===== config.mk =====
export PLATFORM = sky130hd
export DESIGN_NAME = fetch_stage
export DESIGN_NICKNAME = d
export VERILOG_FILES = /design/src/rtl/fetch_pkg.sv /design/src/rtl/fetch_stage_if_id_reg.sv /design/src/rtl/fetch_stage.sv
export SDC_FILE = /design/constraint.sdc
export NUM_CORES = 1
export LEC_CHECK = 0
export BUFFER_PORTS_ARGS = -buffer_cell sky130_fd_sc_hd__buf_4
export CAP_MARGIN = 20
export CORE_MARGIN = 4
export CORE_UTILIZATION = 50
export DETAILED_ROUTE_END_ITERATION = 6
export GPL_ROUTABILITY_DRIVEN = 0
export HOLD_SLACK_MARGIN = 0.15
export PLACE_DENSITY_LB_ADDON = 0.3
export SYNTH_ARGS = -nofsm -noshare
export SYNTH_HDL_FRONTEND = slang
export SYNTH_SLANG_ARGS = --single-unit

===== constraint.sdc =====
create_clock -name clk -period 3.4 [get_ports clk]
set_input_delay 0 -clock clk [delete_from_list [all_inputs] [get_ports clk]]
set_output_delay 0 -clock clk [all_outputs]
set_load 0.03 [all_outputs]

===== src/rtl/fetch_pkg.sv =====
// Shared types and constants for the IF stage: bubble word, reset PC,
// fetch FSM states and the IF/ID payload.
package fetch_pkg;

    // Instruction memory returns this word for empty locations; also the
    // canonical "no instruction" value carried down the pipe.
    localparam logic [31:0] BUBBLE       = 32'hFC00_0000;
    localparam logic [31:0] PC_RESET_DEF = 32'hFFFF_FFFC;

    typedef enum logic [1:0] {
        ST_INIT = 2'd0,
        ST_RUN  = 2'd1,
        ST_HALT = 2'd2
    } fetch_state_e;

    typedef struct packed {
        logic [31:0] instru;
        logic [31:0] pc4;
        logic        valid;
    } if_id_t;

    localparam if_id_t IF_ID_BUBBLE = '{instru: BUBBLE, pc4: 32'd0, valid: 1'b0};

    // Saturating increment used by the optional performance counters.
    function automatic logic [31:0] sat_inc(input logic [31:0] v, input logic en);
        return (en && (v != 32'hFFFF_FFFF)) ? v + 32'd1 : v;
    endfunction

endpackage


===== src/rtl/fetch_stage_if_id_reg.sv =====
// IF/ID pipeline register. Bubble has priority over load; otherwise holds.
module if_id_reg
    import fetch_pkg::*;
(
    input  logic   clk,
    input  logic   rst_n,
    input  logic   load_i,
    input  logic   bubble_i,
    input  if_id_t data_i,
    output if_id_t data_o
);

    if_id_t data_q, data_d;

    // Next payload: bubble overrides load, default is hold.
    always_comb begin
        data_d = data_q;
        if (bubble_i)    data_d = IF_ID_BUBBLE;
        else if (load_i) data_d = data_i;
    end

    // Payload register, cleared to a bubble on reset.
    always_ff @(posedge clk or negedge rst_n) begin
        if (!rst_n) data_q <= IF_ID_BUBBLE;
        else        data_q <= data_d;
    end

    assign data_o = data_q;

endmodule


===== src/rtl/fetch_stage.sv =====
// IF stage: owns the PC, drives the instruction memory address and loads
// the IF/ID register. Handles stall, flush, branch/jump redirect and halt
// on an empty word or on running off the end of instruction memory.
// Optional build macro FETCH_PERF_CNT_EN adds saturating fetch/stall/squash
// counters as extra outputs.
module fetch_stage
    import fetch_pkg::*;
#(
    parameter int unsigned IMEM_WORDS = 128,
    parameter logic [31:0] PC_RESET   = PC_RESET_DEF
) (
    input  logic        clk,
    input  logic        rst_n,
    input  logic        stall_i,
    input  logic        flush_i,
    input  logic        branch_taken_i,
    input  logic [31:0] branch_target_i,
    input  logic        jump_i,
    input  logic [31:0] jump_target_i,
    output logic [31:0] imem_addr,
    input  logic [31:0] imem_instru,
    output logic [31:0] if_id_instru,
    output logic [31:0] if_id_pc4,
    output logic        if_id_valid,
    output logic        halted
`ifdef FETCH_PERF_CNT_EN
    ,
    output logic [31:0] fetch_cnt,
    output logic [31:0] stall_cnt,
    output logic [31:0] squash_cnt
`endif
);

    localparam logic [31:0] IMEM_BYTES = 32'(IMEM_WORDS * 4);

    fetch_state_e state_q, state_d;
    logic [31:0]  pc_q, pc_d;
    logic         halted_q, halted_d;

    logic         redirect;
    logic [31:0]  target;
    logic [31:0]  pc4;
    logic         ifid_load, ifid_bubble;
    if_id_t       ifid_in, ifid_q;

    // Redirect select: branch is the older instruction, so it wins over jump.
    always_comb begin
        redirect = branch_taken_i | jump_i;
        target   = branch_taken_i ? branch_target_i : jump_target_i;
        target   = {target[31:2], 2'b00};
        pc4      = pc_q + 32'd4;
    end

    // Next-state, PC and IF/ID control.
    always_comb begin
        state_d     = state_q;
        pc_d        = pc_q;
        halted_d    = halted_q;
        ifid_load   = 1'b0;
        ifid_bubble = 1'b0;
        ifid_in     = '{instru: imem_instru, pc4: pc4, valid: 1'b1};
        unique case (state_q)
            ST_INIT: begin
                pc_d        = 32'd0;
                ifid_bubble = 1'b1;
                state_d     = ST_RUN;
            end
            ST_RUN: begin
                if (redirect) begin
                    pc_d        = target;
                    ifid_bubble = 1'b1;
                end else if (stall_i) begin
                    // hold PC and IF/ID; flush is meaningless while stalled
                end else if (imem_instru == BUBBLE) begin
                    ifid_bubble = 1'b1;
                    state_d     = ST_HALT;
                    halted_d    = 1'b1;
                end else begin
                    // Last word in memory still issues, then fetch stops.
                    if (pc4 >= IMEM_BYTES) begin
                        state_d  = ST_HALT;
                        halted_d = 1'b1;
                    end else begin
                        pc_d = pc4;
                    end
                    if (flush_i) ifid_bubble = 1'b1;
                    else         ifid_load   = 1'b1;
                end
            end
            ST_HALT: begin
                ifid_bubble = 1'b1;
                if (redirect) begin
                    pc_d     = target;
                    state_d  = ST_RUN;
                    halted_d = 1'b0;
                end
            end
            default: begin
                state_d     = ST_INIT;
                ifid_bubble = 1'b1;
            end
        endcase
    end

    // State, PC and halted flag registers.
    always_ff @(posedge clk or negedge rst_n) begin
        if (!rst_n) begin
            state_q  <= ST_INIT;
            pc_q     <= PC_RESET;
            halted_q <= 1'b0;
        end else begin
            state_q  <= state_d;
            pc_q     <= pc_d;
            halted_q <= halted_d;
        end
    end

    if_id_reg u_if_id (
        .clk      (clk),
        .rst_n    (rst_n),
        .load_i   (ifid_load),
        .bubble_i (ifid_bubble),
        .data_i   (ifid_in),
        .data_o   (ifid_q)
    );

    assign imem_addr    = pc_q;
    assign if_id_instru = ifid_q.instru;
    assign if_id_pc4    = ifid_q.pc4;
    assign if_id_valid  = ifid_q.valid;
    assign halted       = halted_q;

`ifdef FETCH_PERF_CNT_EN
    logic [31:0] fetch_cnt_q, fetch_cnt_d;
    logic [31:0] stall_cnt_q, stall_cnt_d;
    logic [31:0] squash_cnt_q, squash_cnt_d;
    logic        run, stall_evt, squash_evt;

    // Event decode and saturating counter updates.
    always_comb begin
        run          = (state_q == ST_RUN);
        stall_evt    = run && !redirect && stall_i;
        squash_evt   = run && (redirect ||
                       (!stall_i && flush_i && (imem_instru != BUBBLE)));
        fetch_cnt_d  = sat_inc(fetch_cnt_q, ifid_load);
        stall_cnt_d  = sat_inc(stall_cnt_q, stall_evt);
        squash_cnt_d = sat_inc(squash_cnt_q, squash_evt);
    end

    // Counter registers.
    always_ff @(posedge clk or negedge rst_n) begin
        if (!rst_n) begin
            fetch_cnt_q  <= 32'd0;
            stall_cnt_q  <= 32'd0;
            squash_cnt_q <= 32'd0;
        end else begin
            fetch_cnt_q  <= fetch_cnt_d;
            stall_cnt_q  <= stall_cnt_d;
            squash_cnt_q <= squash_cnt_d;
        end
    end

    assign fetch_cnt  = fetch_cnt_q;
    assign stall_cnt  = stall_cnt_q;
    assign squash_cnt = squash_cnt_q;
`endif

endmodule


==> results by group <==
Synthesis
  • Synth Flop Type: dfrtp_1
  • Post-synth EDFFs: 0
  • FFs w/ async S/R, synth: 100.0%
  • Post-synthesis sequential area ratio: 45.57%
  • Synth Cell Area: 0.005370 mm2
  • Mean Syn Cell Area: 9.746 um2
  • Synth unique cells: 55
  • Seq cells post-synth: 96
  • Post-Syn Instances: 551
  • Ys Warns: 0

Global route
  • Met2 Track Usage GR: 54.80%
  • Initial antenna violation count: 0
  • Met3 usage: 7.609%
  • Global route total overflow: 0
  • First-pass GRT wire length: 31.49 mm
  • Vias in the first global route: 6,100
  • Total GRT Usage: 31.51%
  • Largest net degree at the start of global routing: 49
  • Top Usage Layer GRT: met2
  • Global Route met1 Usage: 36.05%

Critical path
  • CP top delay family: simple AND/OR/NAND/NOR gates
  • CP max-delay cell: dfstp_2
  • CP Max Fanout: 9
  • CP endpoint kind: register
  • Crit path DAT: 3.57 ns
  • Data required time of the worst path: 3.67 ns
  • Worst Path Buf+Inv: 1
  • Critical path type: register to register
  • Kind of start point of the critical path: register
  • Delay of the slowest critical-path stage: 0.64 ns
  • CP cell instances: nand3_4 -> or4_4 -> buf_4 -> o21a_1 -> nor4_2 -> and3_1 -> nand4b_1 -> nor4b_2 -> o2bb2a_1

Layout
  • Multi-input logic area: 0.002749 mm2
  • Sequential Area: 0.002447 mm2
  • Count of non-filler cells in the finished layout: 988
  • Share of cells above drive strength 1: 35.21%
  • Final Util: 79.92%
  • Nets: 954
  • Layout fillers: 631
  • Final non-filler cell area: 0.008288 mm2
  • N_diodes: 0
  • Synthesis-to-finish area growth: 54.33%

Clock tree
  • Setup Fix Bufs, Post-CTS: 0
  • CTS sink cnt: 96
  • Clock buffer depth: 2
  • Clock transition at path regs: 0.10 ns
  • CTS buffer count: 9
  • Root Driver: clkbuf_8
  • Clk_lat worst skew: 0.38 ns
  • CTS tree: yes
  • H-tree depth: 3

Flow run
  • Max cap viols: 0

Place
  • Placed Cells: 874
  • HPWL after DPL: 12.69 mm
  • PortBufs: 191
  • Placed inst area: 0.007063 mm2

Pwr
  • Worst VDD drop: 0.0004184 V
  • Lkg Pwr: 0.003664 uW
  • Pwr Density: 639.7 mW/mm2

Route
  • WL/cell: 20.73 um
  • Detailed Route Iter0 Violations: 605
  • Pre-antenna DRT Iters: 5
  • DRT antenna net count: 0
  • Avg Vias per Cell: 6.010
  • # DRC: 0
  • Routed wire length: 20.48 mm
  • Via count: 5,938

Die
  • Die Y: 111.6 um
  • Die Area: 0.01246 mm2
  • Initial Util: 51.79%
  • Site row count: 37
  • Core footprint: 0.01037 mm2
  • Die Span X: 111.6 um
  • Top-Level Pins: 200

STA
  • Tmin final: 3.300 ns
  • Worst clock skew: 0.009499 ns
  • Worst Tran Pin Value: 0.9933 ns
  • Slew HR: 33.78%
  • Setup TNS: 0 ns
  • Fmax: 303.0 MHz
  • Slew Limit Fails: 0
  • Final Setup Violations: 0
  • Final hold violations: 0
  • Post-route clock period utilization: 97.07%

Worst hold path
  • Hold WC Path Type: input pin to register

Status
  • Status: finished clean
==> through the flow <==
step,hold WS [ns],total power (uW),worst slack [ns]
after floorplan,-0.2956,3397,0.1243
after global placement,0.03893,4284,0.1021
after detailed placement,0.04757,4363,-0.01609
after CTS,0.1510,5163,0.02681
after global routing,0.1733,5534,-0.01848
final,0.1620,5302,0.09952
==> worst reg2reg max path, cell delays in order (launching register included) <==
cell,delay [ns]
dfstp_2,0.64
nand3_4,0.16
or4_4,0.63
buf_4,0.19
o21a_1,0.22
nor4_2,0.32
and3_1,0.23
nand4b_1,0.24
nor4b_2,0.26
o2bb2a_1,0.30
==> metal layers <==
metal  vias up  routed length, um
met5         -                  0
li1       2617                  -
met2       365              10280
met4         0                904
met3        89               1633
met1      2867               7663
==> power breakdown <==
| part | leakage (uW) | switching (uW) | internal (uW) |
|---|---|---|---|
| clock network | 0.0000824 | 429 | 269 |
| registers | 0.00121 | 289 | 1440 |
| logic | 0.00237 | 1680 | 1200 |
| total | 0.00366 | 2400 | 2900 |
==> worst paths after layout <==
kind | startpoint | to | slack (ns) | depth (start not counted)
worst max register to register | imem_addr[8]$_DFFE_PN1P_ | state_q[1]$_DFFE_PN0P_ | 0.1 | 9
max in group asynchronous | rst_n | imem_addr[28]$_DFFE_PN1P_ | 2.36 | 3
worst min-delay path | branch_target_i[23] | imem_addr[23]$_DFFE_PN1P_ | 0.16 | 5
worst min register to register | u_if_id.data_o[27]$_DFFE_PN0P_ | u_if_id.data_o[27]$_DFFE_PN0P_ | 0.49 | 2
worst max-delay path | imem_addr[8]$_DFFE_PN1P_ | state_q[1]$_DFFE_PN0P_ | 0.1 | 9
min in group asynchronous | rst_n | u_if_id.data_o[58]$_DFFE_PN0P_ | 0.18 | 2
==> registers in the layout, indices dropped and copies added, names as in the netlist <==
name	flops
imem_addr	30
halted	1
state_q	2
u_if_id.data_o	63
==> cells in the final DEF (no fill, tap or decap), types with 6 or more instances in the layout <==
cell	count
nand2_1	71
inv_1	28
nand4_1	14
dlygate4sd3_1	97
mux2i_1	50
dfrtp_1	60
nand3_1	8
xnor2_1	23
nor3_1	10
o2bb2ai_1	6
clkbuf_8	9
nor2_1	24
o21ai_0	32
a22o_1	28
o22ai_1	20
o22a_1	6
buf_4	220
nor4_1	15
dfstp_2	36
==> Yosys cell counts (2+ instances only) <==
| cell type | number | area (um2) |
|---|---|---|
| and4_1 | 4 | 35.03 |
| o21ai_0 | 33 | 165.2 |
| o221ai_1 | 3 | 26.28 |
| or4_1 | 3 | 22.52 |
| nand2_1 | 71 | 266.5 |
| or4_4 | 2 | 22.52 |
| or3_1 | 2 | 12.51 |
| nor2_1 | 25 | 93.84 |
| o32a_1 | 4 | 40.04 |
| inv_1 | 28 | 105.1 |
| or2_2 | 4 | 25.02 |
| nor4_1 | 19 | 118.9 |
| a22o_1 | 28 | 245.2 |
| o21ai_1 | 2 | 10.01 |
| xnor2_1 | 24 | 210.2 |
| a32o_1 | 2 | 20.02 |
| nand3_1 | 8 | 40.04 |
| dfstp_2 | 36 | 945.9 |
| o22a_1 | 6 | 52.55 |
| and3_1 | 3 | 18.77 |
| nor3_1 | 11 | 55.05 |
| and2_1 | 3 | 18.77 |
| a21oi_1 | 3 | 15.01 |
| a31oi_1 | 5 | 31.28 |
| ha_1 | 5 | 62.56 |
| clkbuf_1 | 28 | 105.1 |
| o22ai_1 | 20 | 125.1 |
| nand3_2 | 3 | 30.03 |
| o31a_1 | 3 | 26.28 |
| nand4_1 | 14 | 87.58 |
| o21ai_2 | 2 | 17.52 |
| dfrtp_1 | 60 | 1501 |
| nor4b_1 | 2 | 17.52 |
| o21a_1 | 3 | 22.52 |
| o2bb2ai_1 | 6 | 52.55 |
| nand4b_1 | 3 | 26.28 |
| mux2i_1 | 50 | 500.5 |
| buf_6 | 3 | 33.78 |
| buf_4 | 4 | 30.03 |
==> kinds of logic (layout without fill, tap and decap cells) <==
group,count (synthesis),in the layout,share of synthesized area (%)
AOI/OAI and AO/OA,130,130,17.43
and+or+nand+nor,179,180,17.10
adders and majority gates,5,5,1.165
buffers and inverters,65,362,5.265
muxes,50,50,9.320
DFF,96,96,45.57
other,1,4,0.06983
xor gates and xnor gates,25,25,4.077
==> area by class of cell <==
cell class | instances | area share, %
Multi-Input combinational cell | 394 | 33.17
Timing Repair Buffer | 318 | 31.88
Sequential cell | 96 | 29.53
Tap cell | 136 | 2.053
Clock buffer | 10 | 1.540
Inverter | 28 | 1.268
Clock inverter | 6 | 0.5586
==> what timing repair did <==
action / in CTS / in global routing
hold buffers: 97 / 0
pin swaps: 0 / 3
endpoints found under the hold margin: 111 / 0
cloned: 0 / 1
setup endpoints to repair: 1 / 25
gates resized for setup: 2 / 11
Note: power is estimated with default switching activity, not from simulation.
